--- config.mk ---
export PLATFORM = sky130hd
export DESIGN_NAME = rom_streamer
export DESIGN_NICKNAME = d
export VERILOG_FILES = /design/src/rtl/rom_streamer.sv
export SDC_FILE = /design/constraint.sdc
export NUM_CORES = 1
export LEC_CHECK = 0
export CORE_MARGIN = 4
export CORE_UTILIZATION = 29
export CTS_CLUSTER_DIAMETER = 50
export DETAILED_ROUTE_END_ITERATION = 7
export PLACE_DENSITY_LB_ADDON = 0.2
export SETUP_SLACK_MARGIN = 0.02
export SKIP_LAST_GASP = 1
export SLEW_MARGIN = 20
export SYNTH_ARGS = -nofsm -noshare
export SYNTH_HDL_FRONTEND = slang
export SYNTH_SLANG_ARGS = --single-unit
--- constraint.sdc ---
create_clock -name iClk -period 2.09 [get_ports iClk]
set_clock_uncertainty 0.2 [all_clocks]
set_input_delay 0.209 -clock iClk [delete_from_list [all_inputs] [get_ports iClk]]
set_output_delay 0.209 -clock iClk [all_outputs]
set_load 0.02 [all_outputs]
--- src/rtl/rom_streamer.sv ---
// Streams a run of consecutive words from a combinational ROM onto a valid/ready
// output, one word per cycle while downstream keeps up, then pulses oDone.
module rom_streamer #(
  parameter int ADDRWIDTH = 4,
  parameter int DATAWIDTH = 8
) (
  input  logic                 iClk,
  input  logic                 iRst,
  input  logic                 iStart,
  input  logic [ADDRWIDTH-1:0] iStartAddr,
  input  logic [ADDRWIDTH:0]   iLength,
  output logic [ADDRWIDTH-1:0] oRomAddress,
  input  logic [DATAWIDTH-1:0] iRomData,
  output logic [DATAWIDTH-1:0] oData,
  output logic                 oValid,
  input  logic                 iReady,
  output logic                 oBusy,
  output logic                 oDone
);

  typedef enum logic [1:0] {
    S_IDLE = 2'd0,
    S_RUN  = 2'd1,
    S_DONE = 2'd2
  } state_t;

  localparam logic [ADDRWIDTH-1:0] ADDR_ONE = {{(ADDRWIDTH-1){1'b0}}, 1'b1};
  localparam logic [ADDRWIDTH:0]   REM_ONE  = {{ADDRWIDTH{1'b0}}, 1'b1};

  state_t                 r_state,     w_state_nxt;
  logic [ADDRWIDTH-1:0]   r_addr,      w_addr_nxt;
  logic [ADDRWIDTH:0]     r_remaining, w_remaining_nxt;
  logic [DATAWIDTH-1:0]   r_data,      w_data_nxt;
  logic                   r_valid,     w_valid_nxt;
  logic                   r_busy,      w_busy_nxt;
  logic                   r_done,      w_done_nxt;
  logic                   w_can_advance;
  logic                   w_load;

  // The output slot can take a new word when it is empty or being drained this cycle.
  assign w_can_advance = !r_valid || iReady;
  assign w_load        = (r_remaining != '0) && w_can_advance;

  assign oRomAddress = r_addr;
  assign oData       = r_data;
  assign oValid      = r_valid;
  assign oBusy       = r_busy;
  assign oDone       = r_done;

  // State register and datapath registers.
  always_ff @(posedge iClk) begin
    if (iRst) begin
      r_state     <= S_IDLE;
      r_addr      <= '0;
      r_remaining <= '0;
      r_data      <= '0;
      r_valid     <= 1'b0;
      r_busy      <= 1'b0;
      r_done      <= 1'b0;
    end else begin
      r_state     <= w_state_nxt;
      r_addr      <= w_addr_nxt;
      r_remaining <= w_remaining_nxt;
      r_data      <= w_data_nxt;
      r_valid     <= w_valid_nxt;
      r_busy      <= w_busy_nxt;
      r_done      <= w_done_nxt;
    end
  end

  // Next-state and next-output logic; oBusy/oDone are computed one cycle ahead
  // so they come straight out of flops yet line up with the FSM state.
  always_comb begin
    w_state_nxt     = r_state;
    w_addr_nxt      = r_addr;
    w_remaining_nxt = r_remaining;
    w_data_nxt      = r_data;
    w_valid_nxt     = r_valid;
    w_busy_nxt      = r_busy;
    w_done_nxt      = 1'b0;
    case (r_state)
      S_IDLE: begin
        if (iStart) begin
          w_addr_nxt      = iStartAddr;
          w_remaining_nxt = iLength;
          w_state_nxt     = S_RUN;
          w_busy_nxt      = 1'b1;
        end else begin
          w_busy_nxt = 1'b0;
        end
      end
      S_RUN: begin
        w_busy_nxt = 1'b1;
        if (w_load) begin
          w_data_nxt      = iRomData;
          w_valid_nxt     = 1'b1;
          w_addr_nxt      = r_addr + ADDR_ONE;
          w_remaining_nxt = r_remaining - REM_ONE;
        end else if (w_can_advance) begin
          // Nothing left to load and the slot is empty or draining: burst complete.
          w_valid_nxt = 1'b0;
          w_state_nxt = S_DONE;
          w_done_nxt  = 1'b1;
        end else begin
          w_valid_nxt = r_valid;
        end
      end
      S_DONE: begin
        w_state_nxt = S_IDLE;
        w_busy_nxt  = 1'b0;
      end
      default: begin
        w_state_nxt = S_IDLE;
        w_valid_nxt = 1'b0;
        w_busy_nxt  = 1'b0;
      end
    endcase
  end

endmodule

==> flow_results.xml <==
<?xml version="1.0" encoding="UTF-8"?>
<metrics>
  <group name="timing">
    <metric name="min_period_over_period" unit="">0.921</metric>
    <metric name="post-route-worst-setup-slack" unit="ns">0.166</metric>
    <metric name="finalCriticalPeriod" unit="ns">1.92</metric>
    <metric name="worst_hold_check_slack" unit="ns">0.292</metric>
    <metric name="max_clock_freq" unit="MHz">520</metric>
    <metric name="max_slew_margin" unit="">0.617</metric>
    <metric name="finalMaxSlewViolations" unit="">0</metric>
    <metric name="final_hold_viol_count" unit="">0</metric>
    <metric name="timing.setup.tns" unit="ns">0</metric>
    <metric name="worst-slew-pin-transition" unit="ns">0.572</metric>
    <metric name="unrepaired_setup_endpoints_after_global_routing" unit="">yes</metric>
    <metric name="final-setup-viol-count" unit="">0</metric>
  </group>
  <group name="synth">
    <metric name="synthDistinctLibCells" unit="">32</metric>
    <metric name="netlist_top_cells_area" unit="">sky130_fd_sc_hd__dfxtp_1 (44%), sky130_fd_sc_hd__mux2i_1 (9.9%), sky130_fd_sc_hd__nor2_1 (6.3%), sky130_fd_sc_hd__a21oi_1 (4.0%), sky130_fd_sc_hd__a211oi_1 (3.7%)</metric>
    <metric name="synth_cells" unit="">107</metric>
    <metric name="synth_top_cell_by_area" unit="">sky130_fd_sc_hd__dfxtp_1</metric>
    <metric name="netlist.area_leader.share" unit="">0.437</metric>
    <metric name="yosys.area_share.adder" unit="">0.0248</metric>
    <metric name="post_synth_xor_area_fraction" unit="">0</metric>
    <metric name="postSynthAreaPerCell" unit="um2">9.42</metric>
    <metric name="most_used_standard_cell_by_instance_count_after_synthesis" unit="">sky130_fd_sc_hd__dfxtp_1</metric>
    <metric name="async_flop_share" unit="">0</metric>
    <metric name="synth_flop_cell" unit="">sky130_fd_sc_hd__dfxtp_1</metric>
    <metric name="simple_gate_area_share_of_the_yosys_netlist" unit="">0.234</metric>
    <metric name="ys.warnings.count" unit="">0</metric>
    <metric name="yosys-mux-area-fraction" unit="">0.110</metric>
    <metric name="post_synth_most_frequent_cells" unit="">sky130_fd_sc_hd__dfxtp_1 (22), sky130_fd_sc_hd__nor2_1 (17), sky130_fd_sc_hd__mux2i_1 (10)</metric>
    <metric name="count_of_flip_flops_with_a_built_in_enable_after_synthesis" unit="">0</metric>
    <metric name="synth.cell_area" unit="mm2">0.00101</metric>
    <metric name="synth-seq-cells" unit="">22</metric>
    <metric name="synth_top_family_by_area" unit="">simple AND/OR/NAND/NOR gates</metric>
    <metric name="area_fraction_in_compound_gates_after_synthesis" unit="">0.159</metric>
    <metric name="synthesis.nets" unit="">130</metric>
    <metric name="synth_seq_area_share" unit="">0.437</metric>
  </group>
  <group name="pwr">
    <metric name="total_switching_power" unit="mW">0.431</metric>
    <metric name="clock_power_share" unit="">0.154</metric>
    <metric name="combPwrFrac" unit="">0.415</metric>
    <metric name="p_sw_frac" unit="">0.348</metric>
    <metric name="cell_internal_pwr" unit="mW">0.808</metric>
    <metric name="p_leak" unit="nW">0.538</metric>
    <metric name="max-vdd-ir-drop" unit="mV">0.257</metric>
    <metric name="power_density_of_the_placed_cells" unit="mW/mm2">850</metric>
    <metric name="seq_power_share" unit="">0.431</metric>
  </group>
  <group name="global_route">
    <metric name="via_count_of_the_first_global_routing_pass" unit="">913</metric>
    <metric name="grt_antenna_before_repair" unit="">0</metric>
    <metric name="grt_overflow" unit="">0</metric>
    <metric name="grt_first_pass_wirelength" unit="um">4020</metric>
    <metric name="grt_start_max_net_pins" unit="">16</metric>
    <metric name="grt.total_usage" unit="">0.117</metric>
  </group>
  <group name="route">
    <metric name="detailroute.via_count" unit="">893</metric>
    <metric name="wl_per_cell" unit="um">12.7</metric>
    <metric name="route.detailed.drc" unit="">0</metric>
    <metric name="drt_iter0_drc" unit="">42</metric>
    <metric name="first_pass_iters" unit="">4</metric>
    <metric name="wirelength" unit="um">2410</metric>
    <metric name="detail_route.vias_per_cell" unit="">4.70</metric>
    <metric name="antenna_violating_nets_post_route" unit="">0</metric>
  </group>
  <group name="critical_path">
    <metric name="end_kind" unit="">flip-flop</metric>
    <metric name="critical_path_required" unit="ns">2.07</metric>
    <metric name="timing.setup.critical_path_class" unit="">reg -&gt; reg</metric>
    <metric name="arrival" unit="ns">1.90</metric>
    <metric name="start_kind" unit="">flip-flop</metric>
    <metric name="critPathMaxFanout" unit="">4</metric>
  </group>
  <group name="die">
    <metric name="design.die.area" unit="mm2">0.00448</metric>
    <metric name="horizontal_die_dimension" unit="um">67.0</metric>
    <metric name="die_y" unit="um">67.0</metric>
    <metric name="top_level_ports" unit="">36</metric>
    <metric name="floorplan.rows" unit="">21</metric>
    <metric name="coreArea" unit="mm2">0.00334</metric>
    <metric name="floorplan.initialDensity" unit="">0.302</metric>
  </group>
  <group name="clocking">
    <metric name="tritoncts" unit="">done</metric>
    <metric name="cts_buffer_depth" unit="">2</metric>
    <metric name="cts-buffers-inserted" unit="">3</metric>
    <metric name="root_buffer" unit="">sky130_fd_sc_hd__clkbuf_4</metric>
    <metric name="clkSinkCount" unit="">22</metric>
    <metric name="clk-insertion-delay-late" unit="ns">0.30</metric>
    <metric name="clk_transition_reported_paths" unit="ns">0.12</metric>
    <metric name="cts.htree.levels" unit="">1</metric>
  </group>
  <group name="cells_and_area">
    <metric name="antenna_cell_count" unit="">0</metric>
    <metric name="final_std_cell_area_no_fill" unit="mm2">0.00146</metric>
    <metric name="final_core_utilization" unit="">0.437</metric>
    <metric name="drive_gt1_frac" unit="">0.0903</metric>
    <metric name="nFillCells" unit="">337</metric>
    <metric name="final_nets" unit="">169</metric>
    <metric name="area_grow_syn2layout" unit="%">44.5</metric>
  </group>
  <group name="place">
    <metric name="portBuffers" unit="">35</metric>
    <metric name="gp_congestion" unit="">0.754</metric>
    <metric name="place_hpwl" unit="um">1740</metric>
    <metric name="detailed_place.area" unit="mm2">0.00141</metric>
    <metric name="preCtsSetupSlack" unit="ns">0.0354</metric>
  </group>
  <group name="status">
    <metric name="run_status" unit="">finished, final reports clean</metric>
  </group>
  <group name="job">
    <metric name="max-cap-violations" unit="">0</metric>
  </group>
  <group name="hold_path">
    <metric name="holdCritPathClass" unit="">reg -&gt; reg</metric>
  </group>
</metrics>
==> power groups by stage <==
stage	Clock [mW]	Sequential [mW]	Combinational (mW)
after global routing	0.218	0.547	0.568
after global placement	0	0.542	0.480
final	0.191	0.534	0.514
after detailed placement	0	0.544	0.488
after floorplan	0	0.583	0.279
after CTS	0.205	0.535	0.491
==> sequential cells by signal, summed over array words and instances, names as in the netlist <==
name and cells:
oData 8, oValid 1, r_state 2, oBusy 1, oDone 1, r_remaining 5, oRomAddress 4
==> metal layers <==
metal	up-vias	global-route usage	wire length, um
li1	457	-	-
met1	411	0.142	1080
met2	23	0.193	1130
met3	2	0.0337	178
met4	0	0.0456	16
met5	-	0	0
==> kinds of logic after synthesis <==
| kind of cell | Yosys count |
|---|---|
| and+or+nand+nor | 42 |
| AOI/OAI and AO/OA | 23 |
| DFF | 22 |
| muxes | 11 |
| buffers and inverters | 7 |
| adders and majority gates | 2 |
==> critical path, stage by stage (launching register included) <==
cell,delay [ns]
sky130_fd_sc_hd__dfxtp_1,0.34
sky130_fd_sc_hd__inv_1,0.08
sky130_fd_sc_hd__ha_1,0.22
sky130_fd_sc_hd__or3b_1,0.38
sky130_fd_sc_hd__or3_1,0.42
sky130_fd_sc_hd__nand2b_1,0.10
sky130_fd_sc_hd__a21oi_1,0.06
==> final cells by class <==
cell class	instances	area, um2	area share
well taps	46	57.6	0.0395
multi-input cells	78	541	0.371
repair buffers	38	385	0.264
clock buffers	3	22.5	0.0155
flip-flops and latches	22	440	0.302
inverters	3	11.3	0.00773
==> timing repair <==
action / 4_1_cts / 5_1_grt
hold buffers: 0 / 0
resized for setup: 0 / 1
setup endpoints to repair: 0 / 8
setup buffers: 0 / 1
==> final timing paths <==
| kind | from | slack (ns) | endpoint | depth (start not counted) |
|---|---|---|---|---|
| setup / recovery | r_remaining[0] | 0.17 | oValid | 6 |
| hold / removal | oValid | 0.29 | oValid | 2 |
| setup reg to reg | r_remaining[0] | 0.17 | oValid | 6 |
| hold reg to reg | oValid | 0.29 | oValid | 2 |
==> cell usage in the layout, fill, tap and decap left out <==
master / count
sky130_fd_sc_hd__o32ai_1: 1
sky130_fd_sc_hd__nor2b_1: 2
sky130_fd_sc_hd__a31oi_1: 1
sky130_fd_sc_hd__o31ai_4: 1
sky130_fd_sc_hd__or3b_1: 1
sky130_fd_sc_hd__ha_1: 2
sky130_fd_sc_hd__nor2_1: 17
sky130_fd_sc_hd__nand2b_2: 1
sky130_fd_sc_hd__dfxtp_1: 22
sky130_fd_sc_hd__nand3_1: 1
sky130_fd_sc_hd__nor4b_4: 1
sky130_fd_sc_hd__clkdlybuf4s50_1: 35
sky130_fd_sc_hd__nand2b_1: 2
sky130_fd_sc_hd__nor3b_1: 2
sky130_fd_sc_hd__buf_12: 1
sky130_fd_sc_hd__nand2_1: 5
sky130_fd_sc_hd__a22o_1: 1
sky130_fd_sc_hd__buf_4: 2
sky130_fd_sc_hd__and2_1: 1
sky130_fd_sc_hd__nor3_1: 6
sky130_fd_sc_hd__a21oi_1: 8
sky130_fd_sc_hd__o21a_1: 1
sky130_fd_sc_hd__o21ai_0: 4
sky130_fd_sc_hd__or3_1: 1
sky130_fd_sc_hd__a211oi_1: 5
sky130_fd_sc_hd__mux2_2: 1
sky130_fd_sc_hd__nor3_4: 1
sky130_fd_sc_hd__clkbuf_4: 3
sky130_fd_sc_hd__o31a_4: 1
sky130_fd_sc_hd__or3b_2: 1
sky130_fd_sc_hd__mux2i_1: 10
sky130_fd_sc_hd__inv_1: 2
sky130_fd_sc_hd__clkinv_1: 1
==> per-stage QoR <==
stage | instances | total power, mW
after floorplan | 107 | 0.861
after global placement | 186 | 1.02
after detailed placement | 186 | 1.03
after CTS | 189 | 1.23
after global routing | 190 | 1.33
final | 190 | 1.24
Note: power is estimated with default switching activity, not from simulation.
